$ cat src/rtl/spu_hazard_pkg.sv
// Shared types for the SPU ID-stage hazard controller.
package spu_hazard_pkg;

    // Controller FSM states.
    typedef enum logic [1:0] {
        IDLE      = 2'b00,
        LOAD_WAIT = 2'b01,
        MUL_WAIT  = 2'b10
    } hz_state_e;

    // Operand forward select encoding seen by the EX operand muxes.
    typedef enum logic [1:0] {
        FWD_RF  = 2'b00,
        FWD_MEM = 2'b01,
        FWD_EX  = 2'b10
    } fwd_sel_e;

endpackage

$ cat src/rtl/hazard_fwd_sel.sv
// Forward-select decode for one source operand: EX result beats MEM result,
// register 0 is never forwarded and a load in EX has no result to forward yet.
module hazard_fwd_sel
    import spu_hazard_pkg::*;
#(
    parameter int unsigned REG_W = 7
) (
    input  logic [REG_W-1:0] src_i,
    input  logic [REG_W-1:0] rd_ex_i,
    input  logic             reg_write_ex_i,
    input  logic             mem_read_ex_i,
    input  logic [REG_W-1:0] rd_mem_i,
    input  logic             reg_write_mem_i,
    output fwd_sel_e         fwd_sel_o
);

    logic ex_hit;
    logic mem_hit;

    assign ex_hit  = reg_write_ex_i && !mem_read_ex_i && (rd_ex_i != '0) && (rd_ex_i == src_i);
    assign mem_hit = reg_write_mem_i && (rd_mem_i != '0) && (rd_mem_i == src_i);

    // Priority select: youngest producer wins.
    always_comb begin
        fwd_sel_o = FWD_RF;
        if (ex_hit) begin
            fwd_sel_o = FWD_EX;
        end else if (mem_hit) begin
            fwd_sel_o = FWD_MEM;
        end
    end

endmodule

$ cat src/rtl/pipeline_hazard_ctrl.sv
// ID-stage hazard controller: load-use and multiply-busy stalls held by a
// small FSM/counter, taken-branch flush, and EX/MEM operand forward selects.
module pipeline_hazard_ctrl
    import spu_hazard_pkg::*;
#(
    parameter int unsigned REG_W    = 7,
    parameter int unsigned LOAD_LAT = 1,
    parameter int unsigned MUL_LAT  = 4,
    parameter int unsigned CNT_W    =
        $clog2(((LOAD_LAT > MUL_LAT) ? LOAD_LAT : MUL_LAT) + 1)
) (
    input  logic             Clk,
    input  logic             Reset,
    input  logic [REG_W-1:0] Rs_ID,
    input  logic [REG_W-1:0] Rt_ID,
    input  logic             UsesRs_ID,
    input  logic             UsesRt_ID,
    input  logic [REG_W-1:0] Rd_EX,
    input  logic             RegWrite_EX,
    input  logic             MemRead_EX,
    input  logic             MulStart_EX,
    input  logic             BranchTaken_EX,
    input  logic [REG_W-1:0] Rd_MEM,
    input  logic             RegWrite_MEM,
    output logic             Stall_FE,
    output logic             Stall_EX,
    output logic             Bubble_EX,
    output logic             Flush_IFID,
    output logic [1:0]       FwdA,
    output logic [1:0]       FwdB,
    output logic [CNT_W-1:0] StallCnt
);

    localparam logic [CNT_W-1:0] CntOne      = CNT_W'(1);
    localparam logic [CNT_W-1:0] LoadWaitCnt = CNT_W'(LOAD_LAT - 1);
    localparam logic [CNT_W-1:0] MulWaitCnt  = CNT_W'(MUL_LAT - 2);

    hz_state_e        state_q, state_d;
    logic [CNT_W-1:0] cnt_q, cnt_d;

    logic     lu_hit;
    fwd_sel_e fwd_a;
    fwd_sel_e fwd_b;

    // Load-use: the ID instruction needs a value the load in EX has not fetched yet.
    assign lu_hit = MemRead_EX && RegWrite_EX && (Rd_EX != '0) &&
                    ((UsesRs_ID && (Rs_ID == Rd_EX)) || (UsesRt_ID && (Rt_ID == Rd_EX)));

    hazard_fwd_sel #(
        .REG_W (REG_W)
    ) u_fwd_a (
        .src_i           (Rs_ID),
        .rd_ex_i         (Rd_EX),
        .reg_write_ex_i  (RegWrite_EX),
        .mem_read_ex_i   (MemRead_EX),
        .rd_mem_i        (Rd_MEM),
        .reg_write_mem_i (RegWrite_MEM),
        .fwd_sel_o       (fwd_a)
    );

    hazard_fwd_sel #(
        .REG_W (REG_W)
    ) u_fwd_b (
        .src_i           (Rt_ID),
        .rd_ex_i         (Rd_EX),
        .reg_write_ex_i  (RegWrite_EX),
        .mem_read_ex_i   (MemRead_EX),
        .rd_mem_i        (Rd_MEM),
        .reg_write_mem_i (RegWrite_MEM),
        .fwd_sel_o       (fwd_b)
    );

    // Next-state and stall/flush decode; reset freezes the whole pipe.
    always_comb begin
        state_d    = state_q;
        cnt_d      = cnt_q;
        Stall_FE   = 1'b0;
        Stall_EX   = 1'b0;
        Bubble_EX  = 1'b0;
        Flush_IFID = 1'b0;
        if (!Reset) begin
            Stall_FE = 1'b1;
            Stall_EX = 1'b1;
            state_d  = IDLE;
            cnt_d    = '0;
        end else begin
            unique case (state_q)
                IDLE: begin
                    if (BranchTaken_EX) begin
                        // Wrong-path instructions in IF/ID are squashed; hazards on them are moot.
                        Flush_IFID = 1'b1;
                        Bubble_EX  = 1'b1;
                    end else if (MulStart_EX) begin
                        Stall_FE = 1'b1;
                        Stall_EX = 1'b1;
                        if (MUL_LAT - 1 > 1) begin
                            state_d = MUL_WAIT;
                            cnt_d   = MulWaitCnt;
                        end
                    end else if (lu_hit) begin
                        Stall_FE  = 1'b1;
                        Bubble_EX = 1'b1;
                        if (LOAD_LAT > 1) begin
                            state_d = LOAD_WAIT;
                            cnt_d   = LoadWaitCnt;
                        end
                    end
                end
                LOAD_WAIT: begin
                    Stall_FE  = 1'b1;
                    Bubble_EX = 1'b1;
                    if (cnt_q == CntOne) begin
                        state_d = IDLE;
                        cnt_d   = '0;
                    end else begin
                        cnt_d = cnt_q - CntOne;
                    end
                end
                MUL_WAIT: begin
                    // EX is held, so new EX-side events cannot be acted on here.
                    Stall_FE = 1'b1;
                    Stall_EX = 1'b1;
                    if (cnt_q == CntOne) begin
                        state_d = IDLE;
                        cnt_d   = '0;
                    end else begin
                        cnt_d = cnt_q - CntOne;
                    end
                end
                default: begin
                    state_d = IDLE;
                    cnt_d   = '0;
                end
            endcase
        end
    end

    // State and counter registers; reset is folded into the next-state logic.
    always_ff @(posedge Clk) begin
        state_q <= state_d;
        cnt_q   <= cnt_d;
    end

    // Forward selects and debug counter view.
    always_comb begin
        FwdA     = Reset ? fwd_a : FWD_RF;
        FwdB     = Reset ? fwd_b : FWD_RF;
        StallCnt = (state_q == IDLE) ? '0 : cnt_q;
    end

endmodule

$ cat config.mk
export PLATFORM = sky130hd
export DESIGN_NAME = pipeline_hazard_ctrl
export DESIGN_NICKNAME = d
export VERILOG_FILES = /design/src/rtl/spu_hazard_pkg.sv /design/src/rtl/hazard_fwd_sel.sv /design/src/rtl/pipeline_hazard_ctrl.sv
export SDC_FILE = /design/constraint.sdc
export NUM_CORES = 1
export LEC_CHECK = 0
export ABC_AREA = 0
export CORE_MARGIN = 1.5
export CORE_UTILIZATION = 36
export CTS_CLUSTER_DIAMETER = 200
export DETAILED_ROUTE_END_ITERATION = 12
export GPL_TIMING_DRIVEN = 0
export PLACE_DENSITY = 0.93
export SLEW_MARGIN = 20
export SYNTH_ARGS = -nofsm -noshare
export SYNTH_HDL_FRONTEND = slang
export SYNTH_SLANG_ARGS = --single-unit
$ cat constraint.sdc
create_clock -name Clk -period 4.65 [get_ports Clk]
set_input_delay 0.6975 -clock Clk [delete_from_list [all_inputs] [get_ports Clk]]
set_output_delay 0.6975 -clock Clk [all_outputs]
set_load 0.1 [all_outputs]
==> flow_metrics.env <==
export IMPL_outcome="complete, no violations"
export IMPL_grt_overflow_total=0
export IMPL_path_clk_slew_ns=0.04
export IMPL_drt_iter0_drc=4
export IMPL_cts_hold_buffers=0
export IMPL_fp_dieW_um=45.8
export IMPL_cts_repair_resized=0
export IMPL_fmax_mhz=242
export IMPL_port_buffers=47
export IMPL_synthFlopType="dfxtp_1"
export IMPL_finalWeightedCongestion=0.861
export IMPL_grt_pass1_wl_um=2930
export IMPL_ir_drop_uv=83.5
export IMPL_num_io_pins=48
export IMPL_grt_antenna_before_repair=0
export IMPL_drc=0
export IMPL_synth_seq_area_share_pct=12.2
export IMPL_hp_class="flop to flop"
export IMPL_rsz0062_at_grt="false"
export IMPL_setup_violations=0
export IMPL_wire_per_inst_um=11.7
export IMPL_nets=179
export IMPL_ys_ff_latch=4
export IMPL_power_uw=198
export IMPL_diodes=0
export IMPL_cts_tree="done"
export IMPL_finalHoldViolCount=0
export IMPL_vias=824
export IMPL_slew_viol_final=0
export IMPL_relSlewSlack_pct=34.9
export IMPL_core_um2=1730
export IMPL_period_share_pct=88.9
export IMPL_grt_start_max_net_pins=11
export IMPL_async_flop_share_pct=0
export IMPL_worstMarginPinSlew_ns=0.973
export IMPL_worst_skew_pair_late_latency_ns=0.24
export IMPL_num_rows=15
export IMPL_vias_per_cell=5.06
export IMPL_synthesis_area_um2=658
export IMPL_cp_max_fo=4
export IMPL_min_period_ns=4.13
export IMPL_clock_sinks=4
export IMPL_cts_buffer_depth=2
export IMPL_n_fill_cell=129
export IMPL_cts_root_buffer="clkbuf_4"
export IMPL_final_setup_skew_ns=0.00361
export IMPL_synth_edf_count=0
export IMPL_ys_types=26
export IMPL_initial_utilization_pct=38.1
export IMPL_syn_nets=127
export IMPL_dpl_cell_area_um2=1160
export IMPL_gr_usage_all_layers_pct=19.8
export IMPL_die_area_um2=2090
export IMPL_die_h_um=45.8
export IMPL_multiInputGateArea_um2=544
export IMPL_drive_above_1_share_pct=2.90
export IMPL_seqCellArea_um2=80.1
export IMPL_dr_pass1_iters=4
export IMPL_critical_path_class="input port to output port"
export IMPL_crit_arrival_ns=3.44
export IMPL_area_growth_pct=79.7
export IMPL_avgSynthCellArea_um2=7.48
export IMPL_start_kind="input port"
export IMPL_yosysWarnings=0
export IMPL_fin_setup_tns_ns=0
export IMPL_routed_wl_um=1900
export IMPL_ant_nets=0
export IMPL_syn_inst=88
export IMPL_cp_required_ns=3.95
export IMPL_htreeDepth=1
export IMPL_p_per_area_nw_per_um2=167
export IMPL_p_leak_nw=0.437
export IMPL_stdcell_count=163
export IMPL_postCtsSetupBuffers=0
export IMPL_cts_buffers=3
export IMPL_dp_cells=160
export IMPL_stdcell_area_um2=1180
export IMPL_grt_pass1_vias=735
export IMPL_cap_viol_max_count=0
export IMPL_dpl_hpwl_um=1730
export IMPL_end_kind="output port"
==> sequential cells by signal, indices dropped and copies added, names as in the netlist <==
name and cells:
cnt_q 3, state_q 1
==> layout by cell type (no fill, tap or decap), types with 2 or more instances in the layout <==
cell             netlist  layout
nand3_1                3       3
nand2_1                3       3
nor2_1                 4       4
xor2_1                15      15
nand4_1                3       3
inv_1                  8       8
nor3_1                 4       4
nor4_1                 3       3
clkdlybuf4s50_1        0      47
nand2b_1               2       2
a31o_1                 2       2
and3_1                 2       2
xnor2_1               13      13
and2_1                 4       4
clkbuf_4               0       3
a21oi_1                6       6
ha_1                   2       2
dfxtp_1                4       4
==> cells by family after synthesis <==
logic type / count (synthesis) / synth area share [%]
compound gates: 14 / 15.6
xor+xnor: 28 / 37.3
fa+ha+maj: 2 / 3.80
buf+inv: 9 / 5.13
flops: 4 / 12.2
simple gates: 31 / 26.0
==> final cells by class <==
class | count | area share (%)
flip-flops and latches | 4 | 6.77
multi-input cells | 75 | 46.0
repair buffers | 47 | 39.8
plain buffers | 1 | 0.317
well taps | 25 | 2.65
clock buffers | 3 | 1.90
inverters | 8 | 2.54
==> metrics by stage <==
step | hold WS (ns) | setup slack [ns] | util, %
2_1_floorplan | 0.458 | 0.879 | -
3_3_place_gp | 0.474 | 0.535 | 67.2
3_5_place_dp | 0.488 | 0.494 | 67.2
4_1_cts | 0.493 | 0.494 | 68.5
5_1_grt | 0.534 | 0.402 | 68.5
6_report | 0.502 | 0.516 | 68.5
==> path summary, 6_finish.rpt <==
kind	startpoint	endpoint	slack, ns	cells past startpoint
max	Rd_EX[2]	FwdB[0]	0.52	6
min	cnt_q[0]	cnt_q[0]	0.50	2
max reg2reg	state_q[1]	cnt_q[2]	3.45	4
min reg2reg	cnt_q[0]	cnt_q[0]	0.50	2
==> worst max-delay path, cell delays in order <==
cell	delay, ns
clkdlybuf4s50_1	0.46
or4_1	0.56
o41ai_2	0.28
nor2_1	0.13
a21oi_1	0.16
clkdlybuf4s50_1	1.14
==> metal layers <==
metal | routed length, µm | GRT usage [%]
met5 | 0 | 0
met4 | 61 | 13.1
met3 | 174 | 4.76
met2 | 972 | 36.1
met1 | 696 | 19.5
==> cells in the mapped netlist (3+ instances only) <==
cell type  number  area [µm²]
xor2_1         15         131
xnor2_1        13         114
inv_1           8        30.0
a21oi_1         6        30.0
and2_1          4        25.0
dfxtp_1         4        80.1
nor2_1          4        15.0
nor3_1          4        20.0
nand2_1         3        11.3
nand3_1         3        15.0
nand4_1         3        18.8
nor4_1          3        18.8
==> power by group <==
group | switching [mW] | leakage [nW] | internal (mW)
Combinational | 0.0609 | 0.390 | 0.0538
Sequential | 0.00178 | 0.0330 | 0.0373
Clock | 0.0150 | 0.0138 | 0.0289
No activity file was read; power rests on OpenSTA's default activity.
